[config.mk]
export PLATFORM = sky130hd
export DESIGN_NAME = vga_timing_gen
export DESIGN_NICKNAME = d
export VERILOG_FILES = /design/src/rtl/vga_timing_gen.sv
export SDC_FILE = /design/constraint.sdc
export NUM_CORES = 1
export LEC_CHECK = 0
export CORE_UTILIZATION = 35
export DETAILED_ROUTE_END_ITERATION = 6
export SETUP_SLACK_MARGIN = 0.15
export SYNTH_ARGS = -nofsm -noshare
export SYNTH_HDL_FRONTEND = slang
export SYNTH_SLANG_ARGS = --single-unit
[constraint.sdc]
create_clock -name vga_clk -period 2.5 [get_ports vga_clk]
set_input_delay 0.625 -clock vga_clk [delete_from_list [all_inputs] [get_ports vga_clk]]
set_output_delay 0.625 -clock vga_clk [all_outputs]
set_load 0.02 [all_outputs]
[src/rtl/vga_timing_gen.sv]
// vga_timing_gen: VGA raster counters with registered sync/blank decodes and a delayed sync path.
module vga_timing_gen #(
  parameter int H_VISIBLE = 640,
  parameter int H_FP      = 16,
  parameter int H_SYNC    = 96,
  parameter int H_BP      = 48,
  parameter int V_VISIBLE = 480,
  parameter int V_FP      = 10,
  parameter int V_SYNC    = 2,
  parameter int V_BP      = 33,
  parameter int DELAY     = 2
) (
  input  logic       vga_clk,
  input  logic       reset_n,
  input  logic       pix_en,
  output logic [9:0] DrawX,
  output logic [9:0] DrawY,
  output logic       blank,
  output logic       hs,
  output logic       vs,
  output logic       hs_d,
  output logic       vs_d,
  output logic       blank_d,
  output logic       line_start,
  output logic       frame_start
);
  localparam int H_TOTAL = H_VISIBLE + H_FP + H_SYNC + H_BP;
  localparam int V_TOTAL = V_VISIBLE + V_FP + V_SYNC + V_BP;
  localparam logic [9:0] H_LAST = 10'(H_TOTAL - 1);
  localparam logic [9:0] V_LAST = 10'(V_TOTAL - 1);
  localparam logic [9:0] H_VIS  = 10'(H_VISIBLE);
  localparam logic [9:0] V_VIS  = 10'(V_VISIBLE);
  localparam logic [9:0] HS_BEG = 10'(H_VISIBLE + H_FP);
  localparam logic [9:0] HS_END = 10'(H_VISIBLE + H_FP + H_SYNC);
  localparam logic [9:0] VS_BEG = 10'(V_VISIBLE + V_FP);
  localparam logic [9:0] VS_END = 10'(V_VISIBLE + V_FP + V_SYNC);

  logic [9:0] x_q, x_d, y_q, y_d, nx, ny;
  logic       h_sync_q, h_sync_d, v_sync_q, v_sync_d, vis_q, vis_d;
  logic       ls_q, ls_d, fs_q, fs_d, x_wrap, y_wrap;

  // Decodes are taken from the next position so they line up with the registered counters.
  always_comb begin
    x_wrap   = x_q == H_LAST;
    y_wrap   = y_q == V_LAST;
    nx       = x_wrap ? '0 : x_q + 10'd1;
    ny       = x_wrap ? (y_wrap ? '0 : y_q + 10'd1) : y_q;
    x_d      = pix_en ? nx : x_q;
    y_d      = pix_en ? ny : y_q;
    h_sync_d = pix_en ? !(nx >= HS_BEG && nx < HS_END) : h_sync_q;
    v_sync_d = pix_en ? !(ny >= VS_BEG && ny < VS_END) : v_sync_q;
    vis_d    = pix_en ? (nx < H_VIS && ny < V_VIS) : vis_q;
    ls_d     = pix_en && x_wrap;
    fs_d     = pix_en && x_wrap && y_wrap;
  end

  always_ff @(posedge vga_clk or negedge reset_n) begin
    if (!reset_n) begin
      x_q      <= '0;
      y_q      <= '0;
      h_sync_q <= 1'b1;
      v_sync_q <= 1'b1;
      vis_q    <= 1'b0;
      ls_q     <= 1'b0;
      fs_q     <= 1'b0;
    end else begin
      x_q      <= x_d;
      y_q      <= y_d;
      h_sync_q <= h_sync_d;
      v_sync_q <= v_sync_d;
      vis_q    <= vis_d;
      ls_q     <= ls_d;
      fs_q     <= fs_d;
    end
  end

  assign DrawX       = x_q;
  assign DrawY       = y_q;
  assign hs          = h_sync_q;
  assign vs          = v_sync_q;
  assign blank       = vis_q;
  assign line_start  = ls_q;
  assign frame_start = fs_q;

  // Delay line runs every cycle, independent of pix_en; stage word is {hs, vs, blank}.
  if (DELAY == 0) begin : g_nodly
    assign {hs_d, vs_d, blank_d} = {h_sync_q, v_sync_q, vis_q};
  end else begin : g_dly
    logic [2:0] dly_q [DELAY];
    logic [2:0] dly_d [DELAY];
    always_comb begin
      dly_d[0] = {h_sync_q, v_sync_q, vis_q};
      for (int i = 1; i < DELAY; i++) dly_d[i] = dly_q[i-1];
    end
    always_ff @(posedge vga_clk or negedge reset_n) begin
      if (!reset_n) for (int i = 0; i < DELAY; i++) dly_q[i] <= 3'b110;
      else dly_q <= dly_d;
    end
    assign {hs_d, vs_d, blank_d} = dly_q[DELAY-1];
  end
endmodule

==> impl_summary.log, run 1 <==
INFO  metric result_of_the_run = complete, no violations
INFO  metric ys.warnings.count = 0
INFO  metric criticalPathCategory = register to register
INFO  metric post_synth_instance_area = 0.00174 sq mm
INFO  metric multi_input_logic_area = 866 sq um
INFO  metric cts.htree.levels = 2
INFO  metric detailroute.via_count = 1,422
INFO  metric synth_top_area_share = 35.9%
INFO  metric cts-root-to-sink-buffers = 2
INFO  metric p_total = 1.38 mW
INFO  metric pin_count_of_the_biggest_net_entering_global_routing = 32
INFO  metric placement.io_buffers = 30
INFO  metric cts_hold_repair.buffers = 0
INFO  metric postLayoutCoreUtil = 46.3%
INFO  metric floorplan.initialDensity = 36.7%
INFO  metric pre_cts_ws = 0.145 ns
INFO  metric cts.sinks = 31
INFO  metric final_layout_size_suffix_gt1_share = 16.3%
INFO  metric clk_latency = 0.28 ns
INFO  metric yosys_register_bits = 31
INFO  metric dr_pass1_iterations = 4
INFO  metric finClkSkew = 0.00303 ns
INFO  metric number_of_clock_buffers_inserted_by_tritoncts = 5
INFO  metric critical_path_arrival = 2.37 ns
INFO  metric synth.lib_cells_used.distinct = 47
INFO  metric synth.most_common_cell = sky130_fd_sc_hd__dfrtp_1
INFO  metric post_synth_main_area_contributors = sky130_fd_sc_hd__dfrtp_1, sky130_fd_sc_hd__dfstp_2, sky130_fd_sc_hd__xnor2_1, sky130_fd_sc_hd__nand3_1, sky130_fd_sc_hd__nand2_1
INFO  metric nFillCells = 491
INFO  metric floorplan.core_area = 0.00475 sq mm
INFO  metric dieWidth = 72.6 um
INFO  metric power.density = 628 mW/mm^2
INFO  metric finalCritPeriodShare = 86.9%
INFO  metric crit_fanout = 9
INFO  metric timing.final.max_slew_violations = 0
INFO  metric grt_overflow_total = 0
INFO  metric dp_hpwl = 2680 um
INFO  metric slowest_delay = 0.53 ns
INFO  metric asyncSetResetFlopFracSynth = 100%
INFO  metric die_height = 72.6 um
INFO  metric groute.usage.overall = 15.6%
INFO  metric fin_ws = 0.328 ns
INFO  metric final_hold_viol_count = 0
INFO  metric cap_violations = 0
INFO  metric crit_required = 2.70 ns
INFO  metric whs = 0.352 ns
INFO  metric synthCells = 171
INFO  metric syn_area_per_cell = 10.2 sq um
INFO  metric clock_tree_root = sky130_fd_sc_hd__clkbuf_8
INFO  metric timing.critical_path.from_type = register
INFO  metric min-delay-path-class = register to register
INFO  metric synth-edff-count = 0
INFO  metric setup_violating_endpoint_count_in_the_final_report = 0
INFO  metric cts.clk_slew.worst_paths = 0.06 ns
INFO  metric critical_path.cell_chain = ha_2 -> nand4_4 -> or4_4 -> o21ai_1 -> o311ai_2 -> and4bb_1 -> a31oi_1
INFO  metric grt_pass1_vias = 1,299
INFO  metric yosys.area.top_type = sky130_fd_sc_hd__dfrtp_1
INFO  metric total_length_of_routed_wires = 3750 um
INFO  metric initialDrtViolationCount = 109
INFO  metric n_antenna_cell = 0
INFO  metric drcViolationCount = 0
INFO  metric grt_antenna_before_repair = 0
INFO  metric floorplan.die_area = 0.00527 sq mm
INFO  metric timing.critical_path.buf_inv = 0
INFO  metric worst_setup_path_end_kind = register
INFO  metric achievable-frequency = 0.460 GHz
INFO  metric route.detailed.vias_per_inst = 5.15
INFO  metric grt_first_pass_wirelength = 6250 um
INFO  metric slowest_stage = sky130_fd_sc_hd__or4_4
INFO  metric io_pins = 31
INFO  metric cpLargestDelayFamily = simple AND/OR/NAND/NOR gates
INFO  metric finalSetupTns = 0 ns
INFO  metric seqCellArea = 783 sq um
INFO  metric fp-row-count = 25
INFO  metric synth-main-ff-cell = sky130_fd_sc_hd__dfrtp_1
INFO  metric static-leakage-power = 0.853 nW
INFO  metric transition_time_at_the_pin_with_the_least_slew_margin = 0.425 ns
INFO  metric wl_per_cell = 13.6 um
INFO  metric area_growth_syn_to_layout = 26.2%
INFO  metric synth.cells.most_frequent = sky130_fd_sc_hd__dfrtp_1, sky130_fd_sc_hd__nand2_1, sky130_fd_sc_hd__nand3_1, sky130_fd_sc_hd__nor2_1
INFO  metric nets_finish = 215
INFO  metric ir_worst_vdd = 0.309 mV
INFO  metric post-route-min-period = 2.17 ns
INFO  metric tritoncts_clock_tree = yes
INFO  metric postRouteAntennaNets = 0
INFO  metric gp_congestion = 0.882
INFO  metric grt_setup_unrepaired = false
INFO  metric proportion_of_synthesized_chip_area_in_sequential_cells = 44.9%
INFO  metric synth_nets = 178
INFO  metric maxSlewHeadroom = 71.4%
worst register-to-register path: cells and delay by family, from the launching register on:
kind / cells / cell delay, ns
and+or+nand+nor: 3 / 0.98
DFF: 1 / 0.42
adders and majority gates: 1 / 0.27
AOI/OAI and AO/OA: 3 / 0.42
cells in the final DEF (no fill, tap or decap), types with 6 or more instances in the layout:
master	count
sky130_fd_sc_hd__xnor2_1	10
sky130_fd_sc_hd__nand2_1	17
sky130_fd_sc_hd__dfstp_2	6
sky130_fd_sc_hd__clkdlybuf4s50_1	30
sky130_fd_sc_hd__a21oi_1	7
sky130_fd_sc_hd__inv_1	7
sky130_fd_sc_hd__nor2_1	12
sky130_fd_sc_hd__dfrtp_1	25
sky130_fd_sc_hd__buf_4	8
sky130_fd_sc_hd__o21ai_0	10
sky130_fd_sc_hd__nand3_1	13
flip-flops by register name (all words and copies together), names as in the netlist:
signal	cells
DrawX	10
DrawY	10
g_dly.dly_d	3
blank	1
blank_d	1
frame_start	1
hs	1
hs_d	1
line_start	1
vs	1
vs_d	1
per-layer routing:
| layer | track usage (%) | share of wire (%) |
|---|---|---|
| met3 | 4.28 | 6.2 |
| met2 | 21.5 | 44 |
| met4 | 7.63 | 2.0 |
| met5 | 0 | 0 |
| met1 | 22.4 | 47 |
logic make-up after synthesis:
logic type | share of synthesized area, %
xor gates and xnor gates | 5.02
DFF | 44.9
buffers and inverters | 6.03
muxes | 3.01
and+or+nand+nor | 23.7
AOI/OAI and AO/OA | 14.4
adders and majority gates | 2.87
path summary, 6_finish.rpt:
| check | cells after the start | end | startpoint | slack, ns |
|---|---|---|---|---|
| max | 7 | vs | DrawX[0] | 0.33 |
| min | 0 | blank_d | g_dly.dly_d[0] | 0.35 |
| max reg2reg | 7 | vs | DrawX[0] | 0.33 |
| min reg2reg | 0 | blank_d | g_dly.dly_d[0] | 0.35 |
| max in group asynchronous | 2 | hs_d | reset_n | 1.44 |
| min in group asynchronous | 2 | DrawY[5] | reset_n | 0.74 |
through the flow:
stage | instance area, sq um | instances
2_1_floorplan | 1740 | 171
6_report | 2200 | 276
5_1_grt | 2200 | 276
3_3_place_gp | 2090 | 266
4_1_cts | 2180 | 274
3_5_place_dp | 2090 | 266
where the power goes:
part	leakage, nW	internal (mW)	switching, mW
registers	0.370	0.556	0.0962
clock network	0.0422	0.195	0.179
logic	0.441	0.174	0.182
total	0.853	0.925	0.458
cell type report:
type,count,share of cell area [%]
Clock buffer,7,3.47
Multi-Input combinational cell,125,39.3
Timing Repair Buffer,38,16.4
Inverter,7,1.19
Sequential cell,31,35.6
Tap cell,67,3.81
Clock inverter,1,0.227
what timing repair did:
| item | in CTS | in global routing |
|---|---|---|
| setup endpoints to repair | 2 | 3 |
| pin swaps | 1 | 2 |
| gates resized for setup | 0 | 2 |
| setup buffers | 0 | 2 |
| endpoints found under the hold margin | 0 | 0 |
No activity file was read; power rests on OpenSTA's default activity.
==> inputs of run 2 (changes only) <==
--- a/config.mk
+++ b/config.mk
@@ -7,6 +7,7 @@
 export LEC_CHECK = 0
 export CORE_UTILIZATION = 35
 export DETAILED_ROUTE_END_ITERATION = 6
+export REMOVE_ABC_BUFFERS = 1
 export SETUP_SLACK_MARGIN = 0.15
 export SYNTH_ARGS = -nofsm -noshare
 export SYNTH_HDL_FRONTEND = slang
==> run 2 against run 1 <==
Clock skew rose by 0.0011 ns. Sequential share of layout area rose by 0.14 points. Power rose by 0.51%. Count of clock-buffer cells in the layout did not move. Routed wire length fell by 1.4%. Critical endpoint unchanged.
==> impl_summary.log, run 2 (synthesis gave the netlist of run 1 again) <==
INFO  metric result_of_the_run = complete, no violations (unchanged)
INFO  metric tritoncts_clock_tree = yes (unchanged)
INFO  metric critical_path_arrival = 2.36 ns (was 2.37 ns)
INFO  metric cts_hold_repair.buffers = 0 (unchanged)
INFO  metric setup_violating_endpoint_count_in_the_final_report = 0 (unchanged)
INFO  metric timing.critical_path.depth = 7 (unchanged)
INFO  metric min-delay-path-class = register to register (unchanged)
INFO  metric ir_worst_vdd = 0.241 mV (was 0.309 mV)
INFO  metric critPathCapture = vs (unchanged)
INFO  metric final_hold_viol_count = 0 (unchanged)
INFO  metric timing.critical_path.buf_inv = 0 (unchanged)
INFO  metric transition_time_at_the_pin_with_the_least_slew_margin = 0.410 ns (was 0.425 ns)
INFO  metric layoutNonFillerInstCount = 274 (was 276)
INFO  metric route.detailed.vias_per_inst = 5.16 (was 5.15)
INFO  metric finClkSkew = 0.00414 ns (was 0.00303 ns)
INFO  metric most_frequent_standard_cell_in_the_layout_excluding_fill_and_tap_cells = sky130_fd_sc_hd__clkdlybuf4s50_1 (unchanged)
INFO  metric timing.reg2reg.setup_slack = 0.34 ns (was 0.33 ns)
INFO  metric grt_pass1_vias = 1,314 (was 1,299)
INFO  metric timing.final.max_slew_violations = 0 (unchanged)
INFO  metric criticalPathCategory = register to register (unchanged)
INFO  metric cap_violations = 0 (unchanged)
INFO  metric mostFrequentLayoutCells = sky130_fd_sc_hd__clkdlybuf4s50_1, sky130_fd_sc_hd__dfrtp_1, sky130_fd_sc_hd__nand2_1, sky130_fd_sc_hd__nand3_1, sky130_fd_sc_hd__nor2_1 (unchanged)
INFO  metric combinational_fraction_of_design_power = 25.8% (was 25.7%)
INFO  metric switching_power = 464 uW (was 458 uW)
INFO  metric grt_first_pass_wirelength = 6150 um (was 6250 um)
INFO  metric worstHoldStart = g_dly.dly_d[1] (was g_dly.dly_d[0])
INFO  metric initialDrtViolationCount = 91 (was 109)
INFO  metric post-route-min-period = 2.16 ns (was 2.17 ns)
INFO  metric n_antenna_cell = 0 (unchanged)
INFO  metric timing.critical_path.from_type = register (unchanged)
INFO  metric detailroute.via_count = 1,414 (was 1,422)
INFO  metric crit_required = 2.70 ns (about the same)
INFO  metric static-leakage-power = 0.845 nW (was 0.853 nW)
INFO  metric fp-row-count = 25 (unchanged)
INFO  metric postRouteAntennaNets = 0 (unchanged)
INFO  metric finalCritPeriodShare = 86.6% (was 86.9%)
INFO  metric fraction_of_power_consumed_by_the_clock_network = 27.1% (about the same)
INFO  metric critical_path.cell_chain = ha_2 -> nand4_4 -> or4_4 -> o21ai_1 -> o311ai_2 -> and4bb_1 -> a31oi_1 (unchanged)
INFO  metric sw_frac_of_total = 33.4% (was 33.1%)
INFO  metric pwr-share-seq = 47.1% (was 47.2%)
INFO  metric dp_hpwl = 2620 um (was 2680 um)
INFO  metric groute.usage.overall = 15.5% (was 15.6%)
INFO  metric crit_start = DrawX[0] (unchanged)
INFO  metric grt_use_met3 = 4.56% (was 4.28%)
INFO  metric grt_overflow_total = 0 (unchanged)
INFO  metric grt_setup_unrepaired = true (was false)
INFO  metric pin_count_of_the_biggest_net_entering_global_routing = 32 (unchanged)
INFO  metric postLayoutCoreUtil = 46.1% (was 46.3%)
INFO  metric nFillCells = 455 (was 491)
INFO  metric final_layout_size_suffix_gt1_share = 15.9% (was 16.3%)
INFO  metric globalRouteMet1Util = 20.0% (was 22.4%)
INFO  metric rr_worst_depth = 7 (unchanged)
INFO  metric slowest_stage = sky130_fd_sc_hd__or4_4 (unchanged)
INFO  metric grt_antenna_before_repair = 0 (unchanged)
INFO  metric total_length_of_routed_wires = 3700 um (was 3750 um)
INFO  metric floorplan.initialDensity = 36.7% (unchanged)
INFO  metric number_of_clock_buffers_inserted_by_tritoncts = 5 (unchanged)
INFO  metric dr_pass1_iterations = 4 (unchanged)
INFO  metric groute.layer.met2.usage = 23.7% (was 21.5%)
INFO  metric worstReg2RegStart = DrawX[0] (unchanged)
INFO  metric crit-reg2reg-capture = vs (unchanged)
INFO  metric placed_cells_incl_taps = 265 (was 266)
INFO  metric cts.sinks = 31 (unchanged)
INFO  metric worst_setup_path_end_kind = register (unchanged)
INFO  metric clock_tree_root = sky130_fd_sc_hd__clkbuf_8 (unchanged)
INFO  metric floorplan.core_area = 0.00475 sq mm (unchanged)
INFO  metric cts.clk_slew.worst_paths = 0.07 ns (was 0.06 ns)
INFO  metric die_height = 72.6 um (unchanged)
INFO  metric wl_per_cell = 13.5 um (was 13.6 um)
INFO  metric cts-root-to-sink-buffers = 2 (unchanged)
INFO  metric clk_latency = 0.28 ns (about the same)
INFO  metric dieWidth = 72.6 um (unchanged)
INFO  metric achievable-frequency = 0.462 GHz (was 0.460 GHz)
INFO  metric crit_fanout = 9 (unchanged)
INFO  metric cpLargestDelayFamily = simple AND/OR/NAND/NOR gates (unchanged)
INFO  metric power.density = 634 mW/mm^2 (was 628 mW/mm^2)
INFO  metric worst_hold_path_stage_count = 0 (unchanged)
INFO  metric drcViolationCount = 0 (unchanged)
INFO  metric nets_finish = 213 (was 215)
INFO  metric finalSetupTns = 0 ns (unchanged)
INFO  metric floorplan.die_area = 0.00527 sq mm (unchanged)
INFO  metric gr-max-usage-layer = met2 (was met1)
INFO  metric placement.io_buffers = 30 (unchanged)
INFO  metric slowest_delay = 0.53 ns (about the same)
INFO  metric cts.htree.levels = 2 (unchanged)
INFO  metric io_pins = 31 (unchanged)
INFO  metric area_growth_syn_to_layout = 25.7% (was 26.2%)
INFO  metric gp_congestion = 0.830 (was 0.882)
INFO  metric maxSlewHeadroom = 72.4% (was 71.4%)
INFO  metric power.internal = 925 uW (about the same)
-- run 2: cell types whose count changed in the layout (fill, tap and decap cells not counted), sizes merged --
cell / before / now
buf: 8 / 6
-- run 2: worst min-delay path by stage --
stage	end
CTS	hs_d
global placement	blank_d
floorplan	DrawX[0]
detailed placement	hs_d
global route	vs_d
finish	vs_d
-- run 2: per-layer routing --
metal  vias up  share of wire (%)
li1        691                  -
met1       679                 46
met2        35                 46
met3         9                4.7
met4         0                2.7
met5         -                  0
-- run 2: layout make-up --
cell class / instances / area, sq um / share of cell area, %
clock inverter: 1 / 5.00 / 0.228
clock buffer: 7 / 76.3 / 3.48
timing repair buffer: 36 / 345 / 15.8
sequential: 31 / 783 / 35.7
inverter: 7 / 26.3 / 1.20
multi-input combinational: 125 / 872 / 39.8
tap: 67 / 83.8 / 3.82
-- run 2: through the flow --
step / area, sq um / setup WS, ns / total power [mW] / hold WS [ns]
floorplan: 1670 / 0.205 / 0.843 / 0.329
global placement: 2090 / 0.197 / 1.01 / 0.334
detailed placement: 2090 / 0.188 / 1.02 / 0.348
CTS: 2170 / 0.207 / 1.40 / 0.357
global route: 2190 / 0.132 / 1.48 / 0.368
finish: 2190 / 0.335 / 1.39 / 0.355
-- run 2: power by group through the flow --
stage	combinational [mW]	clock (mW)	sequential, mW
after detailed placement	0.356	0	0.662
after global placement	0.353	0	0.660
after global routing	0.391	0.420	0.665
after CTS	0.358	0.394	0.653
final	0.359	0.376	0.654
after floorplan	0.130	0	0.714
-- run 2: repair_timing --
action,in CTS,in global routing
endpoints found under the hold margin,0,0
endpoints found under the setup margin,1,2
setup buffers,0,1
pin swaps,1,2
gates resized for setup,0,3
